$ cat config.mk
export PLATFORM = sky130hd
export DESIGN_NAME = ieee488_acceptor
export DESIGN_NICKNAME = d
export VERILOG_FILES = /design/src/rtl/ieee488_acceptor.sv
export SDC_FILE = /design/constraint.sdc
export NUM_CORES = 1
export LEC_CHECK = 0
export ABC_AREA = 1
export CORE_MARGIN = 2
export CORE_UTILIZATION = 45
export CTS_BUF_LIST = sky130_fd_sc_hd__clkbuf_8 sky130_fd_sc_hd__clkbuf_16
export DETAILED_ROUTE_END_ITERATION = 6
export PLACE_DENSITY_LB_ADDON = 0.15
export SYNTH_ARGS = -nofsm -noshare
export SYNTH_HDL_FRONTEND = slang
export SYNTH_SLANG_ARGS = --single-unit
$ cat constraint.sdc
create_clock -name clk_sys -period 4.76 [get_ports clk_sys]
set_input_delay 0.952 -clock clk_sys [delete_from_list [all_inputs] [get_ports clk_sys]]
set_output_delay 0.952 -clock clk_sys [all_outputs]
set_load 0.02 [all_outputs]
$ cat src/rtl/ieee488_acceptor.sv
// IEEE-488 listener-side acceptor: synchronizes the bus, runs the NRFD/NDAC
// acceptor handshake, decodes addressing commands and buffers data bytes.
`timescale 1ns/1ps
module ieee488_acceptor #(
  parameter logic [4:0] DEVADDR    = 5'd8,
  parameter int         FIFO_DEPTH = 4
) (
  input  logic       clk_sys,
  input  logic       reset_n,
  input  logic       dav_n,
  input  logic       atn_n,
  input  logic       ifc_n,
  input  logic       eoi_n,
  input  logic [7:0] dio_n,
  output logic       nrfd_n,
  output logic       ndac_n,
  output logic [7:0] rx_data,
  output logic       rx_eoi,
  output logic       rx_valid,
  input  logic       rx_ready,
  output logic       listen,
  output logic [4:0] sec_addr
);

  localparam int            AW     = (FIFO_DEPTH > 1) ? $clog2(FIFO_DEPTH) : 1;
  localparam logic [AW:0]   L_FULL = (AW+1)'(FIFO_DEPTH);
  localparam logic [AW:0]   L_ONE  = (AW+1)'(1);
  localparam logic [AW-1:0] L_PINC = AW'(1);

  typedef enum logic [1:0] {S_IDLE, S_RDY, S_ACC, S_WNV} state_t;

  logic [11:0]   r_sync1;
  logic [11:0]   r_sync2;
  state_t        r_state;
  logic          r_nrfd_n;
  logic          r_ndac_n;
  logic          r_listen;
  logic [4:0]    r_sec_addr;
  logic [7:0]    r_lat_byte;
  logic          r_lat_eoi;
  logic          r_lat_cmd;
  logic [7:0]    r_mem_data [FIFO_DEPTH];
  logic          r_mem_eoi  [FIFO_DEPTH];
  logic [AW-1:0] r_wptr;
  logic [AW-1:0] r_rptr;
  logic [AW:0]   r_count;

  logic       w_dav_n, w_atn_n, w_ifc_n, w_eoi_n;
  logic [7:0] w_dio_n;
  logic       w_part, w_full, w_block, w_accept, w_pop, w_push, w_wr;
  logic [6:0] w_cmd;
  logic       w_c_lad, w_c_unl, w_c_tad, w_c_sad;

  // Bus lines idle high, so the synchronizer powers up to the released value.
  always_ff @(posedge clk_sys or negedge reset_n) begin
    if (!reset_n) begin
      r_sync1 <= '1;
      r_sync2 <= '1;
    end else begin
      r_sync1 <= {dio_n, eoi_n, ifc_n, atn_n, dav_n};
      r_sync2 <= r_sync1;
    end
  end

  assign w_dav_n = r_sync2[0];
  assign w_atn_n = r_sync2[1];
  assign w_ifc_n = r_sync2[2];
  assign w_eoi_n = r_sync2[3];
  assign w_dio_n = r_sync2[11:4];

  assign w_part   = ~w_atn_n | r_listen;
  assign w_full   = (r_count == L_FULL);
  assign w_block  = w_atn_n & w_full;
  assign w_accept = (r_state == S_RDY) & w_ifc_n & w_part & ~w_dav_n & ~w_block;
  assign rx_valid = (r_count != '0);
  assign w_pop    = rx_valid & rx_ready;
  assign w_push   = (r_state == S_ACC) & w_ifc_n & ~r_lat_cmd & r_listen;
  assign w_wr     = w_push & (~w_full | w_pop);

  assign w_cmd   = r_lat_byte[6:0];
  assign w_c_lad = (w_cmd == {2'b01, DEVADDR});
  assign w_c_unl = (w_cmd == 7'h3F);
  assign w_c_tad = (w_cmd[6:5] == 2'b10) && (w_cmd[4:0] == DEVADDR) && (w_cmd != 7'h5F);
  assign w_c_sad = (w_cmd[6:5] == 2'b11);

  always_ff @(posedge clk_sys) begin
    if (w_accept) begin
      r_lat_byte <= ~w_dio_n;
      r_lat_eoi  <= ~w_eoi_n;
      r_lat_cmd  <= ~w_atn_n;
    end
  end

  // Acceptor FSM; handshake outputs are registered alongside the next state.
  always_ff @(posedge clk_sys or negedge reset_n) begin
    if (!reset_n) begin
      r_state    <= S_IDLE;
      r_nrfd_n   <= 1'b1;
      r_ndac_n   <= 1'b1;
      r_listen   <= 1'b0;
      r_sec_addr <= '0;
    end else if (!w_ifc_n) begin
      r_state    <= S_IDLE;
      r_nrfd_n   <= 1'b1;
      r_ndac_n   <= 1'b1;
      r_listen   <= 1'b0;
      r_sec_addr <= '0;
    end else begin
      case (r_state)
        S_IDLE: begin
          if (!w_part) begin
            r_nrfd_n <= 1'b1;
            r_ndac_n <= 1'b1;
          end else if (w_dav_n) begin
            r_state  <= S_RDY;
            r_nrfd_n <= ~w_block;
            r_ndac_n <= 1'b0;
          end else begin
            r_nrfd_n <= 1'b0;
            r_ndac_n <= 1'b0;
          end
        end
        S_RDY: begin
          if (!w_part) begin
            r_state  <= S_IDLE;
            r_nrfd_n <= 1'b1;
            r_ndac_n <= 1'b1;
          end else if (w_accept) begin
            r_state  <= S_ACC;
            r_nrfd_n <= 1'b0;
            r_ndac_n <= 1'b0;
          end else begin
            r_nrfd_n <= ~w_block;
            r_ndac_n <= 1'b0;
          end
        end
        S_ACC: begin
          r_state  <= S_WNV;
          r_nrfd_n <= 1'b0;
          r_ndac_n <= 1'b1;
          if (r_lat_cmd) begin
            if (w_c_unl || w_c_tad) r_listen <= 1'b0;
            else if (w_c_lad)       r_listen <= 1'b1;
            else if (w_c_sad && r_listen) r_sec_addr <= w_cmd[4:0];
          end
        end
        S_WNV: begin
          if (w_dav_n) begin
            if (w_part) begin
              r_state  <= S_RDY;
              r_nrfd_n <= ~w_block;
              r_ndac_n <= 1'b0;
            end else begin
              r_state  <= S_IDLE;
              r_nrfd_n <= 1'b1;
              r_ndac_n <= 1'b1;
            end
          end else begin
            r_nrfd_n <= 1'b0;
            r_ndac_n <= 1'b1;
          end
        end
        default: begin
          r_state  <= S_IDLE;
          r_nrfd_n <= 1'b1;
          r_ndac_n <= 1'b1;
        end
      endcase
    end
  end

  always_ff @(posedge clk_sys or negedge reset_n) begin
    if (!reset_n) begin
      r_wptr  <= '0;
      r_rptr  <= '0;
      r_count <= '0;
    end else begin
      if (w_wr)  r_wptr <= r_wptr + L_PINC;
      if (w_pop) r_rptr <= r_rptr + L_PINC;
      case ({w_wr, w_pop})
        2'b10:   r_count <= r_count + L_ONE;
        2'b01:   r_count <= r_count - L_ONE;
        default: r_count <= r_count;
      endcase
    end
  end

  always_ff @(posedge clk_sys) begin
    if (w_wr) begin
      r_mem_data[r_wptr] <= r_lat_byte;
      r_mem_eoi[r_wptr]  <= r_lat_eoi;
    end
  end

  assign nrfd_n   = r_nrfd_n;
  assign ndac_n   = r_ndac_n;
  assign listen   = r_listen;
  assign sec_addr = r_sec_addr;
  assign rx_data  = rx_valid ? r_mem_data[r_rptr] : 8'h00;
  assign rx_eoi   = rx_valid & r_mem_eoi[r_rptr];

endmodule

Word level (Yosys, flattened, before mapping). Memories as Yosys holds them, arrays and structs flattened. Cells that the tools add are included. Widths: inputs -> output; s select.

Eq/ne operators: 22. Mux-type cells: 35. Add/sub/neg operators: 4. Reductions and logical operators: 11. Bitwise logic cells: 20.

Operator list (count): $mux 5 (6); $mux 1 (18); $eq 7x6->1 const B (2); $mux 2 (6); $and 1x1->1 (11); $eq 2x2->1 const B (5); $ne 3x3->1 const B (3); $mux 8 (1); $not 8->8 (1); $pmux 2 s4 (1); $ne 7x7->1 const B (1); $ne 2x1->1 const B (3); $not 1->1 (6); $pmux 3 s2 (1); $eq 5x4->1 const B (1); $reduce_and 5->1 (1); $add 2x1->2 const B (2); $eq 2x1->1 const B (2); $ne 2x2->1 const B (2); $ne 4x4->1 const B (1); $pmux 1 s4 (1); $reduce_and 4->1 (1); $add 3x1->3 const B (1); $eq 3x3->1 const B (1); 11 further kinds (14).

Memory bits (writable): 36. Word-level logic and storage cells: 107. Register bits: 51. Output and inout bits: 18. Memories: 2. Input bits: 15.

Memory list: r_mem_data (depth 4, width 8, rd ports 1, clocked after Yosys merged registers in 0, wr ports 1, line 42) `logic [7:0] r_mem_data [FIFO_DEPTH];`; r_mem_eoi (depth 4, width 1, rd ports 1, clocked after Yosys merged registers in 0, wr ports 1, line 43) `logic r_mem_eoi [FIFO_DEPTH];`.

Longest topological paths before layout.
Word-level depth: 9. Gate-level depth with buffers: 10. Mapped depth without buffers: 10.

Least setup slack after synthesis. OpenSTA, ideal clock, no wires.

Path kind: in2reg. Start: input port rx_ready. End: register r_count[2]. Setup time: 131 ps. Arrival: 2109 ps. Cell stages on the path: 7. Buffers on the path: 0. Slack: 2520 ps. Data required time: 4629 ps. Path through: o21ai_4 -> ha_1 -> inv_1 -> fa_1 -> a21oi_1 -> o21ai_0 -> xor2_1.

Word-level cells in the longest chain between the ends: 5.

Ends and longest elaborated chain: from (decl) (line 20) `input logic rx_ready,`; $and 1x1->1 * (line 76) `assign w_pop = rx_valid & rx_ready;`; $or 1x1->1 (line 78) `assign w_wr = w_push & (~w_full | w_pop);`; $and 1x1->1 (line 78); $eq 2x1->1 or $eq 2x2->1 (tied branches) (line 180) `case ({w_wr, w_pop})`; $pmux 3 s2 or $reduce_bool 2->1 (tied branches); to (signal assigned) (line 181) `2'b10: r_count <= r_count + L_ONE;`; to (signal assigned) (line 182) `2'b01: r_count <= r_count - L_ONE;`; to (signal assigned) (line 183) `default: r_count <= r_count;`; to (decl) (line 46) `logic [AW:0] r_count;`.

Mark *: on every way between the ends. The rest lies on a longest branch, timed or not. A chain may end at the register's enable or synchronous reset.

Final worst setup path.
Start: register r_rptr[0]. End: output port rx_data[5].

Word-level cells in the longest chain between the ends: 2.

Ends and longest elaborated chain: from (decl) (line 45) `logic [AW-1:0] r_rptr;`; from (signal assigned) (line 179) `if (w_pop) r_rptr <= r_rptr + L_PINC;`; $mem_v2 4x8; $mux 8 (line 199) `assign rx_data = rx_valid ? r_mem_data[r_rptr] : 8'h00;`; to (decl) (line 17) `output logic [7:0] rx_data,`.

No other way between the ends.

==> metrics.yaml <==
status: "completed"
routed_wl_um: 5600
swShare_pct: 31.7
syn_inst: 291
ioPinCount: 33
wl_per_cell_um: 12.9
portBuffers: 32
synth-seq-cells: 87
clk_latency_ns: 0.35
num_rows: 31
cp-start-kind: "register"
antenna_found_initial: 0
crit_arrival_ns: 2.22
p_sw_mw: 0.621
p_int_mw: 1.34
path_max_fanout: 20
p_per_area_nw_per_um2: 483
cts_resized: 0
dpl-instance-area_um2: 3850
grt.total_usage_pct: 14.8
drt.antenna.violating_nets: 0
crit_required_ns: 3.81
die_h_um: 91.3
cts-root-buf: "clkbuf_8"
area_growth_pct: 18.1
final_hold_viol_count: 0
vias: 2056
synth_cell_types: 30
die_w_um: 91.3
start_util_pct: 46.8
ff2ff_setup_slack_ns: 2.52
power.leakage_nw: 1.65
crit_path_end_kind: "output port"
finClkSkew_ns: 0.0110
drv_slew: 0
r2r_cells: 4
design_area_um2: 4050
path_clk_slew_ns: 0.08
gp_congestion: 0.795
hold_path.startpoint: "r_sync1[4]$_DFF_PN1_"
fin_tns_setup_ns: 0
antenna_cells: 0
syn_nets: 312
slew_headroom_pct: 39.5
dp.final_hpwl_um: 3910
cts_tree: "yes"
nets: 351
drcViolationCount: 0
overflow: 0
rsz0062_at_grt: "no"
yosysTopAreaCellShare_pct: 40.2
dieArea_um2: 8340
drt-initial-drc-count: 133
ys_seq_area_share_pct: 71.1
final_cell_mix: "nor2_1 (51), edfxtp_1 (46), nand2_1 (35), inv_1 (34), clkdlybuf4s50_1 (31)"
synth_top_area_cell: "edfxtp_1"
holdPathEnd: "r_sync2[4]$_DFF_PN1_"
r2r_end: "r_mem_data[1][4]$_DFFE_PP_"
peakVddDrop_uv: 230
syn_area_per_cell_um2: 11.8
numCtsBuffers: 9
timing.final.crit_period_ns: 3.17
finalSetupViolCount: 0
fin_crit_sh_pct: 66.6
core_um2: 7330
worstSetupPathType: "reg -> out"
min_path_type: "reg -> reg"
pwr-share-clk_pct: 25.4
grt_first_pass_wirelength_um: 9480
clkSinkCount: 87
worst_pin_slew_ns: 0.908
h-tree-depth: 3
grt_max_degree: 42
maxCapViolCount: 0
grt_pass1_vias: 1960
pwr-share-comb_pct: 27.8
layout_commonest_cell: "nor2_1"
netlist_area_um2: 3430
synth_warnings: 0
seqPwrFrac_pct: 46.8
max_freq_mhz: 316
r2r_start: "r_sync2[2]$_DFF_PN1_"
postCtsSetupRepairBufs: 0
vias_per_cell: 4.74
power_mw: 1.96
clockBufferDepth: 2
drive_above_1_share_pct: 15.5
holdPathStages: 0
hold_buffers: 0
yosys-top-cells-area: "edfxtp_1 (40%), dfstp_2 (20%), dfrtp_1 (11%), nor2_1 (5.6%), nand2_1 (3.8%)"
dr.pass1.iters: 4
nFillCells: 622
-- flip-flops by register name, indices dropped and copies added, names as in the netlist, 3 cells and up --
signal,flops
r_sync1,12
r_sync2,12
sec_addr,5
r_lat_byte,8
r_count,3
r_mem_data,32
r_mem_eoi,4
-- worst max-delay path by stage --
stage | cells past startpoint | slack [ns] | endpoint | startpoint
2_1_floorplan | 7 | 2.52 | r_count[2]$_DFFE_PN0P_ | rx_ready
3_3_place_gp | 8 | 1.89 | r_count[2]$_DFFE_PN0P_ | rx_ready
3_5_place_dp | 8 | 1.88 | r_count[2]$_DFFE_PN0P_ | rx_ready
4_1_cts | 4 | 1.59 | rx_data[5] | r_rptr[0]$_DFFE_PN0P_
5_1_grt | 4 | 1.39 | rx_data[6] | r_rptr[0]$_DFFE_PN0P_
6_report | 4 | 1.59 | rx_data[5] | r_rptr[0]$_DFFE_PN0P_
-- area by class of cell --
cell class,instances,area (µm²),share of cell area [%]
tap,99,124,3.06
multi-input combinational,162,825,20.3
clock inverter,5,28.8,0.710
inverter,37,139,3.43
clock buffer,11,174,4.29
sequential,87,2440,60.2
timing repair buffer,33,323,7.97
-- critical path, cell delays in order (launching register included) --
cell and delay, ns:
dfrtp_1 0.72, inv_2 0.26, o21ai_0 0.26, a21oi_1 0.10
clkdlybuf4s50_1 0.53
-- cell usage after synthesis --
cell / count
o21ai_0: 15
nor3_1: 2
nor3b_1: 1
nor2_1: 51
dfrtp_1: 15
nand3_1: 16
edfxtp_1: 46
ha_1: 5
a21oi_2: 1
clkbuf_1: 2
a21boi_1: 1
nor2_2: 2
inv_2: 2
buf_2: 2
nand2_2: 1
inv_1: 32
clkinv_1: 3
nand2_1: 35
nand2_4: 1
xnor2_1: 1
buf_6: 1
o21ai_4: 1
xor2_1: 2
a21o_1: 1
nor3_4: 2
fa_1: 1
o21ai_1: 8
a21oi_1: 14
o21bai_1: 1
dfstp_2: 26
-- power groups by stage --
stage / Clock, mW / Sequential, mW / Combinational [mW]
finish: 0.497 / 0.916 / 0.544
global route: 0.541 / 0.928 / 0.598
CTS: 0.509 / 0.915 / 0.548
detailed placement: 0 / 0.930 / 0.544
global placement: 0 / 0.925 / 0.534
floorplan: 0 / 0.894 / 0.383
-- metal layers --
metal	GRT usage, %	up-vias	share of wire (%)
met5	0	-	0
met4	7.20	0	1.9
met3	2.99	9	4.2
met2	24.1	52	47
met1	19.0	965	46
li1	-	1030	-
-- logic make-up after synthesis --
kind of cell | share of synthesized area [%]
simple gates | 14.1
fa+ha+maj | 2.41
compound gates | 6.78
xor+xnor | 0.766
flops | 71.1
buf+inv | 4.89
-- stage by stage --
step / cells / hold slack, ns / setup WS (ns) / utilization, %
3_3_place_gp: 418 / 0.346 / 1.89 / 52.5
4_1_cts: 434 / 0.358 / 1.59 / 55.3
2_1_floorplan: 291 / 0.345 / 2.52 / -
3_5_place_dp: 418 / 0.347 / 1.88 / 52.5
6_report: 434 / 0.357 / 1.59 / 55.3
5_1_grt: 434 / 0.361 / 1.39 / 55.3
Power figures use the tool's default switching activity.
